<file path="src/rtl/risc8_bus_pkg.sv">
`default_nettype none
// ============================================================================
// Module      : risc8_bus_pkg
// Description : Shared encodings for the risc8 bus responder
// Revision    : 1.0 - initial release
// ============================================================================
package risc8_bus_pkg;

    localparam logic [1:0] ST_IDLE = 2'd0;
    localparam logic [1:0] ST_WAIT = 2'd1;
    localparam logic [1:0] ST_RESP = 2'd2;

    localparam logic [1:0] CSR_MASK = 2'd0;
    localparam logic [1:0] CSR_PEND = 2'd1;
    localparam logic [1:0] CSR_CTRL = 2'd2;
    localparam logic [1:0] CSR_ID   = 2'd3;

    localparam logic [7:0] ID_VALUE    = 8'hA5;
    localparam logic [7:0] UNMAPPED_RD = 8'hFF;

    typedef enum logic [1:0] {
        RGN_RAM  = 2'd0,
        RGN_CSR  = 2'd1,
        RGN_IACK = 2'd2,
        RGN_NONE = 2'd3
    } region_t;

endpackage
`default_nettype wire

</file>
<file path="src/rtl/risc8_irq_ctrl.sv">
`default_nettype none
// ============================================================================
// Module      : risc8_irq_ctrl
// Description : 8-source edge-triggered interrupt controller with ack clear
// Revision    : 1.0 - initial release
// ============================================================================
module risc8_irq_ctrl
    import risc8_bus_pkg::*;
#(
    parameter logic [4:0] VEC_BASE = 5'b00010
) (
    input  logic       clk,
    input  logic       rst_n,
    input  logic [7:0] irq,
    input  logic       mask_we,
    input  logic [7:0] mask_wdata,
    input  logic [7:0] pend_clr,
    input  logic       ack,
    output logic [7:0] mask,
    output logic [7:0] pend,
    output logic       intr,
    output logic [7:0] vector
);

    logic [7:0] r_irq_q;
    logic [7:0] r_mask;
    logic [7:0] r_pend;
    logic       r_int;

    logic [7:0] w_active;
    logic [7:0] w_rise;
    logic [7:0] w_ack_clr;
    logic [2:0] w_idx;
    logic       w_any;

    // Ascending scan: the last (highest) active bit wins
    always_comb begin
        w_active = r_pend & r_mask;
        w_any    = |w_active;
        w_idx    = 3'd0;
        for (int i = 0; i < 8; i++) begin
            if (w_active[i]) w_idx = i[2:0];
        end
    end

    assign w_rise    = irq & ~r_irq_q;
    assign w_ack_clr = (ack && w_any) ? (8'b1 << w_idx) : 8'h00;

    always_ff @(posedge clk or negedge rst_n) begin
        if (!rst_n) begin
            r_irq_q <= 8'h00;
            r_mask  <= 8'h00;
            r_pend  <= 8'h00;
            r_int   <= 1'b0;
        end else begin
            r_irq_q <= irq;
            r_int   <= w_any;
            // A fresh edge overrides a same-cycle clear of that bit
            r_pend  <= (r_pend & ~(pend_clr | w_ack_clr)) | w_rise;
            if (mask_we) r_mask <= mask_wdata;
        end
    end

    assign mask   = r_mask;
    assign pend   = r_pend;
    assign intr   = r_int;
    assign vector = w_any ? {VEC_BASE, w_idx} : UNMAPPED_RD;

endmodule
`default_nettype wire

</file>
<file path="src/rtl/risc8_bus_resp.sv">
`default_nettype none
// ============================================================================
// Module      : risc8_bus_resp
// Description : Bus target for the risc8 core: scratch RAM, CSR page, IRQ ctrl
// Revision    : 1.0 - initial release
// ============================================================================
module risc8_bus_resp
    import risc8_bus_pkg::*;
#(
    parameter int          RAM_AW   = 6,
    parameter logic [15:0] RAM_BASE = 16'h0000,
    parameter logic [15:0] CSR_BASE = 16'hFF00,
    parameter logic [1:0]  WAIT_RST = 2'd1,
    parameter int          TIMEOUT  = 8,
    parameter logic [4:0]  VEC_BASE = 5'b00010
) (
    input  logic        clk,
    input  logic        rst_n,
    input  logic        cycle,
    input  logic        write,
    input  logic        ifetch,
    input  logic        iack,
    input  logic [15:0] address,
    input  logic [7:0]  data_out,
    output logic [7:0]  data_in,
    output logic        ready,
    output logic        intr,
    input  logic [7:0]  irq,
    output logic        bus_err
);

    localparam int               CNT_W   = $clog2(TIMEOUT + 4);
    localparam logic [CNT_W-1:0] CNT_ONE = CNT_W'(1);

    logic [1:0]        r_state;
    logic [1:0]        w_next;
    logic [CNT_W-1:0]  r_cnt;
    logic [CNT_W-1:0]  w_load_cnt;
    region_t           r_rgn;
    region_t           w_rgn;
    logic [RAM_AW-1:0] r_addr;
    logic              r_write;
    logic [7:0]        r_wdata;
    logic [1:0]        r_wait;
    logic [7:0]        r_mem [2**RAM_AW];

    logic [7:0] w_rdata;
    logic       w_commit;
    logic       w_csr_we;
    logic [7:0] irq_mask;
    logic [7:0] irq_pend;
    logic [7:0] irq_vector;

    always_comb begin
        if (iack)                                          w_rgn = RGN_IACK;
        else if (address[15:2] == CSR_BASE[15:2])          w_rgn = RGN_CSR;
        else if (address[15:RAM_AW] == RAM_BASE[15:RAM_AW]) w_rgn = RGN_RAM;
        else                                               w_rgn = RGN_NONE;
    end

    assign w_load_cnt = (w_rgn == RGN_NONE) ? CNT_W'(TIMEOUT - 1) : CNT_W'(r_wait);

    always_ff @(posedge clk or negedge rst_n) begin
        if (!rst_n) r_state <= ST_IDLE;
        else        r_state <= w_next;
    end

    // cnt holds the remaining wait clocks; leaving WAIT on 1 lands RESP at n+1+WAIT
    always_comb begin
        w_next = r_state;
        case (r_state)
            ST_IDLE: if (cycle) w_next = (w_load_cnt == '0) ? ST_RESP : ST_WAIT;
            ST_WAIT: begin
                if (!cycle)                w_next = ST_IDLE;
                else if (r_cnt <= CNT_ONE) w_next = ST_RESP;
            end
            ST_RESP: w_next = ST_IDLE;
            default: w_next = ST_IDLE;
        endcase
    end

    always_comb begin
        ready   = (r_state == ST_RESP);
        bus_err = ready && (r_rgn == RGN_NONE);
        data_in = ready ? w_rdata : 8'h00;
    end

    always_ff @(posedge clk or negedge rst_n) begin
        if (!rst_n) begin
            r_cnt   <= '0;
            r_rgn   <= RGN_RAM;
            r_addr  <= '0;
            r_write <= 1'b0;
            r_wdata <= 8'h00;
        end else if (r_state == ST_IDLE && cycle) begin
            r_cnt   <= w_load_cnt;
            r_rgn   <= w_rgn;
            r_addr  <= address[RAM_AW-1:0];
            r_write <= write && !ifetch && !iack;
            r_wdata <= data_out;
        end else if (r_state == ST_WAIT && r_cnt != '0) begin
            r_cnt   <= r_cnt - CNT_ONE;
        end
    end

    assign w_commit = (r_state == ST_RESP) && r_write;
    assign w_csr_we = w_commit && (r_rgn == RGN_CSR);

    always_ff @(posedge clk) begin
        if (w_commit && r_rgn == RGN_RAM) r_mem[r_addr] <= r_wdata;
    end

    always_ff @(posedge clk or negedge rst_n) begin
        if (!rst_n)                                  r_wait <= WAIT_RST;
        else if (w_csr_we && r_addr[1:0] == CSR_CTRL) r_wait <= r_wdata[1:0];
    end

    always_comb begin
        w_rdata = UNMAPPED_RD;
        case (r_rgn)
            RGN_RAM:  w_rdata = r_mem[r_addr];
            RGN_IACK: w_rdata = irq_vector;
            RGN_CSR: begin
                case (r_addr[1:0])
                    CSR_MASK: w_rdata = irq_mask;
                    CSR_PEND: w_rdata = irq_pend;
                    CSR_CTRL: w_rdata = {6'b000000, r_wait};
                    default:  w_rdata = ID_VALUE;
                endcase
            end
            default:  w_rdata = UNMAPPED_RD;
        endcase
    end

    risc8_irq_ctrl #(
        .VEC_BASE (VEC_BASE)
    ) u_irq_ctrl (
        .clk        (clk),
        .rst_n      (rst_n),
        .irq        (irq),
        .mask_we    (w_csr_we && r_addr[1:0] == CSR_MASK),
        .mask_wdata (r_wdata),
        .pend_clr   ((w_csr_we && r_addr[1:0] == CSR_PEND) ? r_wdata : 8'h00),
        .ack        ((r_state == ST_RESP) && (r_rgn == RGN_IACK)),
        .mask       (irq_mask),
        .pend       (irq_pend),
        .intr       (intr),
        .vector     (irq_vector)
    );

endmodule
`default_nettype wire

</file>
<file path="config.mk">
export PLATFORM = sky130hd
export DESIGN_NAME = risc8_bus_resp
export DESIGN_NICKNAME = d
export VERILOG_FILES = /design/src/rtl/risc8_bus_pkg.sv /design/src/rtl/risc8_irq_ctrl.sv /design/src/rtl/risc8_bus_resp.sv
export SDC_FILE = /design/constraint.sdc
export NUM_CORES = 1
export LEC_CHECK = 0
export BUFFER_PORTS_ARGS = -buffer_cell sky130_fd_sc_hd__buf_4
export CAP_MARGIN = 20
export CORE_MARGIN = 1
export CORE_UTILIZATION = 30
export DETAILED_ROUTE_END_ITERATION = 8
export PLACE_DENSITY = 0.53
export SETUP_SLACK_MARGIN = 0.15
export SYNTH_ARGS = -nofsm -noshare
export SYNTH_HDL_FRONTEND = slang
export SYNTH_SLANG_ARGS = --single-unit
</file>
<file path="constraint.sdc">
create_clock -name clk -period 2.68 [get_ports clk]
set_clock_uncertainty 0.05 [all_clocks]
set_input_delay 0 -clock clk [delete_from_list [all_inputs] [get_ports clk]]
set_output_delay 0 -clock clk [all_outputs]
set_load 0.005 [all_outputs]
</file>
# After elaboration in Yosys (flattened, before gate mapping)
# Memories as Yosys holds them, arrays and structs flattened.
# Cells that the tools add are included.
# W data, S select, Z words.
# totals
regBits	50
in_bits	38
ramBits	512
n_memories	1
elab_cells	83
# memory_table
name	words	word_bits	read_ports	rd_clocked_by_memory_dff	wr	line_no	rtl
r_mem	64	8	1	0	1	risc8_bus_resp.sv:45	logic [7:0] r_mem [2**RAM_AW];
# classes
n_bitwise	7
shifts	1
eq_ne	11
order_cmp	1
reduce_logical	24
add_sub_neg	1
muxes	26
# ops
operator	n
$pmux W8 S3	2
$mux W8	4
$and A8 B8 Y8	3
$mux W3	7
$not A8 Y8	2
$or A8 B8 Y8	2
$eq A14 B14 Y1 const B	1
$mux W2	7
$logic_and A1 B1 Y1	13
$eq A2 B2 Y1 const B	5
$logic_not A10 Y1	1
$mux W4	2
$reduce_or A8 Y1	1
$shl A1 B3 Y8 const A	1
$eq A2 B1 Y1 const B	3
$logic_not A2 Y1	3
$le A4 B1 Y1 const B	1
$logic_not A4 Y1	1
$pmux W2 S2	1
$reduce_bool A4 Y1	1
$sub A4 B1 Y4 const B	1
$mux W1	3
$ne A3 B3 Y1 const B	1
$logic_not A1 Y1	2
other kinds (3)	3

# Longest topological paths before layout
# Gate-level depths: netlist (run 1).
# depth
depth_word	14
depth_mapped	11

# Modules after synthesis
# Synthesis (run 1) repeated with hierarchy kept, for this count alone.
# unflattened
cells_unflattened	1203
area_unflattened_um2	22602.9
# modules_own_cells
module	instances	seq_area_each_um2	area_each_um2	cells_each
risc8_bus_resp	1	16001.6	21523.1	1109
risc8_irq_ctrl	1	625.6	1079.8	94

# Worst setup path after synthesis (run 1)
# OpenSTA, ideal clock, no wires.
# synth_timing
path_type	register to register
startpoint	reg r_addr[1]
endpoint	mem r_mem[42][0], enable pin
path_stages_with_launch	9
t_arrival_ps	1969
required_time_ps	2260
setup_time_ps	370
path_buffers	4
slack_ps	291
cell_sequence	dfrtp_1 > buf_4 > buf_2 > buf_4 > clkinv_1 > buf_4 > nor2_1 > nand2_1 > nor2_1
# synth_rtl
item	line_no	rtl
from (decl)	risc8_bus_resp.sv:41	logic [RAM_AW-1:0] r_addr;
from (signal assigned)	risc8_bus_resp.sv:98	r_addr <= address[RAM_AW-1:0];
to (decl)	risc8_bus_resp.sv:45	
# Straight into the memory's write port.

# Worst setup path after layout (run 1)
# layout_timing
startpoint	reg r_addr[0]
endpoint	out data_in[1]
# layout_between
elab_chain_len	4
# layout_lines
item	line_no	rtl
parallel branches: the longest is 2 deep, another holds $mem_v2 Z64 W8	n/a	
$pmux W8 S3 *	risc8_bus_resp.sv:120	case (r_rgn)
$mux W8 *	risc8_bus_resp.sv:85	data_in = ready ? w_rdata : 8'h00;
to (decl)	risc8_bus_resp.sv:25	output logic [7:0] data_in,
# Every way passes the cells marked *.

==> run_results.csv, run 1 <==
group,metric,value,unit
worst_setup_path,crit_required,2.63,ns
clock_network,cts_tree,"yes",
clock_network,cts_made_buffers,58,
power_and_ir_drop,ir_drop,554,uV
timing,rsz0062_at_grt,"yes",
route,routed_wl,65400,um
place,gp_congestion,0.877,
floorplan,ios,49,
worst_setup_path,crit_buf_inv,4,
worst_setup_path,path_max_fanout,8,
synth,yosys_most_used_dff,"edfxtp_1",
flow_run,cap_violations,0,
synth,synth_nets,1300,
route,drtAntennaViolNets,0,
min_path,whs_path_depth,6,
cells_and_area,final_common_cell,"edfxtp_1",
global_route,grt_max_degree,50,
status,violations,"setup timing",
timing,slew_violations,0,
global_route,grt_usage,16.5,%
clock_network,clock_latency,0.63,ns
timing,setup_tns,-4.04,ns
clock_network,clockBufferDepth,3,
timing,layout_min_cycle_time,3.26,ns
worst_setup_path,path_depth,9,
synth,synth_top_family_by_area,"multiplexers",
place,dp_hpwl,42100,um
worst_setup_path,worst_r2r_path_depth,8,
floorplan,core_area,74800,um^2
worst_setup_path,cp_slowest_cell,"dfrtp_4",
route,drcViolationCount,0,
synth,async_flop_share,8.90,%
synth,syn_avg_cell_area,18.1,um^2
clock_network,cts_sinks,562,
cells_and_area,final_cell_count_no_fill,2611,
worst_setup_path,cp.arrival,3.21,ns
status,outcome,"finished, violations left",
worst_setup_path,slowest_delay,0.56,ns
worst_setup_path,crit_path_end_kind,"primary output",
global_route,grt_pass1_vias,13435,
worst_setup_path,cp-start-kind,"flop",
synth,synth_edf_count,512,
synth,synthCells,1260,
synth,syn_area,22800,um^2
power_and_ir_drop,power_density,843,nW/um^2
clock_network,htreeDepth,2,
worst_setup_path,critical_path_class,"flop to primary output",
floorplan,die_x,277,um
worst_setup_path,cpLargestDelayFamily,"multiplexers",
cells_and_area,seq_area,16600,um^2
synth,synth_xor_area_share,0.115,%
synth,synthSimpleGateAreaFrac,6.11,%
timing,finalSetupViolCount,8,
global_route,antenna_found_initial,2,
cells_and_area,antenna_cells,0,
synth,synthMuxAreaShare,14.4,%
timing,finalHoldViolations,0,
route,dr.pass1.iters,5,
synth,ys_types,69,
cells_and_area,multi_input_area,6060,um^2
route,via_count,13277,
cells_and_area,mostFrequentLayoutCells,"edfxtp_1, buf_4, mux4_2",
cells_and_area,area_delta_synth_final,28.1,%
cells_and_area,drive_above_1_share,37.8,%
synth,ys_seq_elements,562,
power_and_ir_drop,p_leak,0.00996,uW
synth,seq_area_frac_synth,73.0,%
floorplan,die_y,277,um
floorplan,dieArea,77000,um^2
cells_and_area,nFillCells,6811,
synth,synth_fa_ha_area_share,0.110,%
timing,finalWorstSetupSlack,-0.580,ns
route,wl_per_cell,25.0,um
clock_network,cts-root-buf,"clkbuf_16",
floorplan,start_util,30.4,%
place,dp_cells,2407,
min_path,hold_class,"input port to flop",
route,via_per_inst,5.09,
timing,worst_slew_pin_slew,0.952,ns
clock_network,clk_pin_slew,0.06,ns
worst_setup_path,crit_chain,"buf_4, clkbuf_16, buf_4, mux4_2, mux4_2, mux2i_4, or3_1, nand3_2, buf_6",
global_route,gr-total-overflow,0,
floorplan,rows,100,
place,io_buffers,48,
synth,synth_compound_area_share,3.92,%
cells_and_area,utilization,39.0,%
timing,max_clock_freq,0.307,GHz
synth,synth_warnings,0,
timing,relSlewSlack,36.5,%
global_route,grt_pass1_wl,93000,um
timing,finalCritPeriodShare,122,%
route,drt-initial-drc-count,1465,
cells_and_area,nNetsFinal,1636,
layer usage:
layer | vias up | part of all wire [%] | GRT usage, %
li1 | 5754 | - | -
met2 | 479 | 48 | 26.4
met5 | - | 0 | 0
met1 | 6932 | 43 | 22.3
met4 | 0 | 3.0 | 5.56
met3 | 112 | 6.8 | 3.36
through the flow:
stage                     total power, uW  worst slack [ns]  hold WS, ns  instance area, um^2
final                               24600            -0.580       0.0513                29200
after global routing                25400            -0.641       0.0792                29200
after CTS                           24100            -0.595       0.0172                28500
after detailed placement            15500            -0.237       0.0386                25600
after global placement              15400            -0.284       0.0285                25600
after floorplan                     13300             0.291       -0.346                22800
path summary, 6_finish.rpt:
path | startpoint | to | slack (ns)
max | r_addr[0] | data_in[1] | -0.58
min | address[14] | r_cnt[2] | 0.05
max reg2reg | r_addr[2] | r_mem[43][1] | 0.20
min reg2reg | u_irq_ctrl.r_irq_q[0] | u_irq_ctrl.pend[0] | 0.38
max in group asynchronous | rst_n | r_addr[2] | 1.87
min in group asynchronous | rst_n | r_wait[0] | 0.41
flip-flops by register name, summed over array words and instances, names as in the netlist:
name,flops
r_mem,512
r_wdata,8
u_irq_ctrl.mask,8
u_irq_ctrl.pend,8
u_irq_ctrl.r_irq_q,8
r_addr,6
r_cnt,4
r_rgn,2
r_state,2
r_wait,2
r_write,1
u_irq_ctrl.intr,1
final cells by class:
type | instances | share of cell area, %
clock inverter | 44 | 1.55
sequential | 562 | 57.1
timing repair buffer | 343 | 11.2
tap | 969 | 4.16
inverter | 17 | 0.232
clock buffer | 62 | 5.03
multi-input combinational | 614 | 20.8
report_power, final:
part	internal (uW)	switching, uW
Combinational	2630	3040
Sequential	10200	511
Clock	4730	3420
kinds of logic after synthesis:
family                     after synthesis
AOI/OAI and AO/OA                      131
xor gates and xnor gates                 3
adders and majority gates                2
buffers and inverters                   84
DFF                                    562
muxes                                  175
and+or+nand+nor                        303
worst reg2reg max path: stages, from the launching register on:
cell,delay [ns]
dfrtp_4,0.55
buf_4,0.22
clkinvlp_4,0.14
buf_8,0.20
and3_2,0.27
nand3_1,0.17
buf_4,0.22
nor2_1,0.16
buf_4,0.18
synthesized netlist by cell type, drive strengths merged, types with 5 or more instances:
master,n,area share (%)
edfxtp,512,68
nor4,7,0.22
a211oi,7,0.23
and3,8,0.22
o21ai,30,0.66
nand4,10,0.27
nor2,110,1.8
buf,42,1.6
a221oi,5,0.19
clkbuf,25,0.41
nand2,77,1.3
mux2i,27,1.2
nor2b,7,0.19
dfrtp,49,5.4
a22oi,12,0.40
or4,5,0.16
inv,15,0.25
a21oi,21,0.46
nor3,21,0.46
a22o,5,0.19
nand2b,8,0.22
nand3,32,0.70
mux2,32,1.6
mux4,116,12
o22ai,9,0.25
timing repair:
action	in CTS	in global routing
setup endpoints to repair	79	182
buffers inserted	7	34
endpoints found under the hold margin	88	0
hold buffers	48	0
cloned	3	6
gates resized for setup	75	67
pin swaps	15	33
Note: power is estimated with default switching activity, not from simulation.
==> inputs of run 2 (changes only) <==
CORE_ASPECT_RATIO = 1.25   (was default)
clock period = 3.05 ns   (was 2.68 ns; I/O delays follow)
==> run 2 against run 1 <==
The flow still finishes with violations (setup timing). Routed wire length rose by 2.1%. Cell count fell by 2.4%. Clock-buffer cell count fell by 2. Critical endpoint is now data_in[0].
==> run_results.csv, run 2 (same netlist as run 1, synthesis figures left out) <==
group,metric,value,unit
cells_and_area,final_cell_count_no_fill,2548,
place,gp_congestion,0.918,
floorplan,die_x,248,um
clock_network,clockBufferDepth,3,
cells_and_area,largest-register,"r_mem",
timing,relSlewSlack,31.6,%
cells_and_area,largest_reg_flops,512,
global_route,gr-total-overflow,0,
global_route,grt_max_degree,68,
worst_setup_path,path_max_fanout,16,
cells_and_area,nNetsFinal,1578,
route,wl_per_cell,26.2,um
worst_setup_path,crit_required,3.00,ns
worst_setup_path,cp_slowest_cell,"a2111oi_1",
cells_and_area,final_common_cell,"edfxtp_1",
worst_setup_path,critical_path_class,"flop to primary output",
route,drcViolationCount,0,
route,wl_met3,3070,um
clock_network,clock_latency,0.62,ns
flow_run,cap_violations,0,
min_path,hold_class,"input port to flop",
timing,worst_slew_pin_slew,1.03,ns
clock_network,cts_made_buffers,52,
worst_setup_path,r2r_start,"r_addr[0]",
worst_setup_path,r2r_setup_slack,0.33,ns
clock_network,cts-root-buf,"clkbuf_16",
route,m1WireLength,26800,um
timing,finalSetupViolCount,8,
timing,whs,0.0198,ns
worst_setup_path,worst_r2r_path_depth,9,
worst_setup_path,r2r_end,"r_mem[0][3]",
min_path,whs_path_depth,2,
route,dr.pass1.iters,5,
worst_setup_path,cp-start-kind,"flop",
cells_and_area,stdcell_area,28500,um^2
route,highest_layer,"met4",
status,outcome,"finished, violations left",
floorplan,start_util,30.4,%
place,place_area,25300,um^2
global_route,grt_pass1_wl,96700,um
place,dp_cells,2377,
route,via_per_inst,5.17,
cells_and_area,antenna_cells,0,
route,drt-initial-drc-count,1165,
global_route,grt_usage,17.3,%
route,wl_met2,34300,um
timing,finalCritPeriodShare,109,%
timing,slew_violations,0,
timing,max_clock_freq,0.300,GHz
timing,finalHoldViolations,0,
place,io_buffers,48,
route,drtAntennaViolNets,0,
worst_setup_path,cp.arrival,3.28,ns
route,routed_wl,66700,um
clock_network,clk_pin_slew,0.07,ns
cells_and_area,area_delta_synth_final,25.0,%
power_and_ir_drop,power_density,734,nW/um^2
floorplan,dieArea,77000,um^2
min_path,holdPathEnd,"u_irq_ctrl.r_irq_q[6]",
timing,layout_min_cycle_time,3.33,ns
worst_setup_path,crit_path_end_kind,"primary output",
floorplan,die_y,310,um
power_and_ir_drop,ir_drop,440,uV
route,via_count,13178,
power_and_ir_drop,p_leak,0.00955,uW
timing,rsz0062_at_grt,"yes",
global_route,antenna_found_initial,0,
clock_network,cts_sinks,562,
cells_and_area,nFillCells,6998,
floorplan,ios,49,
timing,finalWorstSetupSlack,-0.282,ns
min_path,worstHoldStart,"irq[6]",
floorplan,rows,112,
worst_setup_path,slowest_delay,0.72,ns
place,dp_hpwl,43300,um
cells_and_area,drive_above_1_share,34.5,%
floorplan,core_area,74800,um^2
worst_setup_path,crit_chain,"nor2b_1, nand2_1, a2111oi_1, nor4_1, nor3_1, a211o_1, buf_6",
status,violations,"setup timing",
clock_network,htreeDepth,2,
power_and_ir_drop,finalPower,20900,uW
global_route,grt_pass1_vias,13503,
clock_network,cts_tree,"yes",
cells_and_area,mostFrequentLayoutCells,"edfxtp_1, buf_4, mux4_2",
[run 2: what timing repair did]
| action | in CTS | in global routing |
|---|---|---|
| gates cloned | 8 | 2 |
| setup endpoints to repair | 8 | 8 |
| endpoints found under the hold margin | 88 | 0 |
| gates resized for setup | 72 | 39 |
| setup buffers | 16 | 8 |
| hold buffers | 42 | 0 |
| pin swaps | 13 | 11 |
[run 2: worst max-delay path, delay by kind of cell (launching register included)]
kind / cells / cell delay, ns
and+or+nand+nor: 4 / 0.99
buffers and inverters: 1 / 0.12
AOI/OAI and AO/OA: 2 / 0.92
DFF: 1 / 0.62
[run 2: per-stage QoR]
step	TNS (ns)	utilization [%]	worst slack (ns)
floorplan	0	-	0.661
CTS	-1.14	37.7	-0.215
global route	-1.69	38.0	-0.335
global placement	0	33.8	0.218
detailed placement	0	33.8	0.229
finish	-1.31	38.0	-0.282
[run 2: final cells by class]
type	count	area (um^2)	area share, %
clock inverter	35	375	1.32
timing repair buffer	291	2800	9.85
clock buffer	60	1330	4.68
inverter	17	63.8	0.224
tap	969	1210	4.26
multi-input combinational	614	6020	21.2
sequential	562	16700	58.5
[run 2: power by group]
group          leakage (uW)  switching (uW)  internal [uW]
Clock              0.000821            2880           3730
Sequential          0.00517             410           9000
Combinational       0.00356            2710           2140
[run 2: how the worst max path moves through the flow]
| stage | start | to | slack, ns | cells after the start |
|---|---|---|---|---|
| 2_1_floorplan | r_addr[1] | r_mem[42][0] | 0.66 | 8 |
| 5_1_grt | r_addr[0] | data_in[0] | -0.34 | 10 |
| 6_report | r_addr[4] | data_in[0] | -0.28 | 7 |
| 3_5_place_dp | r_addr[0] | data_in[7] | 0.23 | 8 |
| 4_1_cts | r_addr[0] | data_in[0] | -0.22 | 10 |
| 3_3_place_gp | r_addr[0] | data_in[7] | 0.22 | 8 |
[run 2: metal layers]
layer / GRT usage (%) / vias to the layer above
met5: 0 / -
met4: 6.51 / 0
met3: 1.92 / 128
met2: 31.3 / 416
met1: 21.3 / 6999
li1: - / 5635
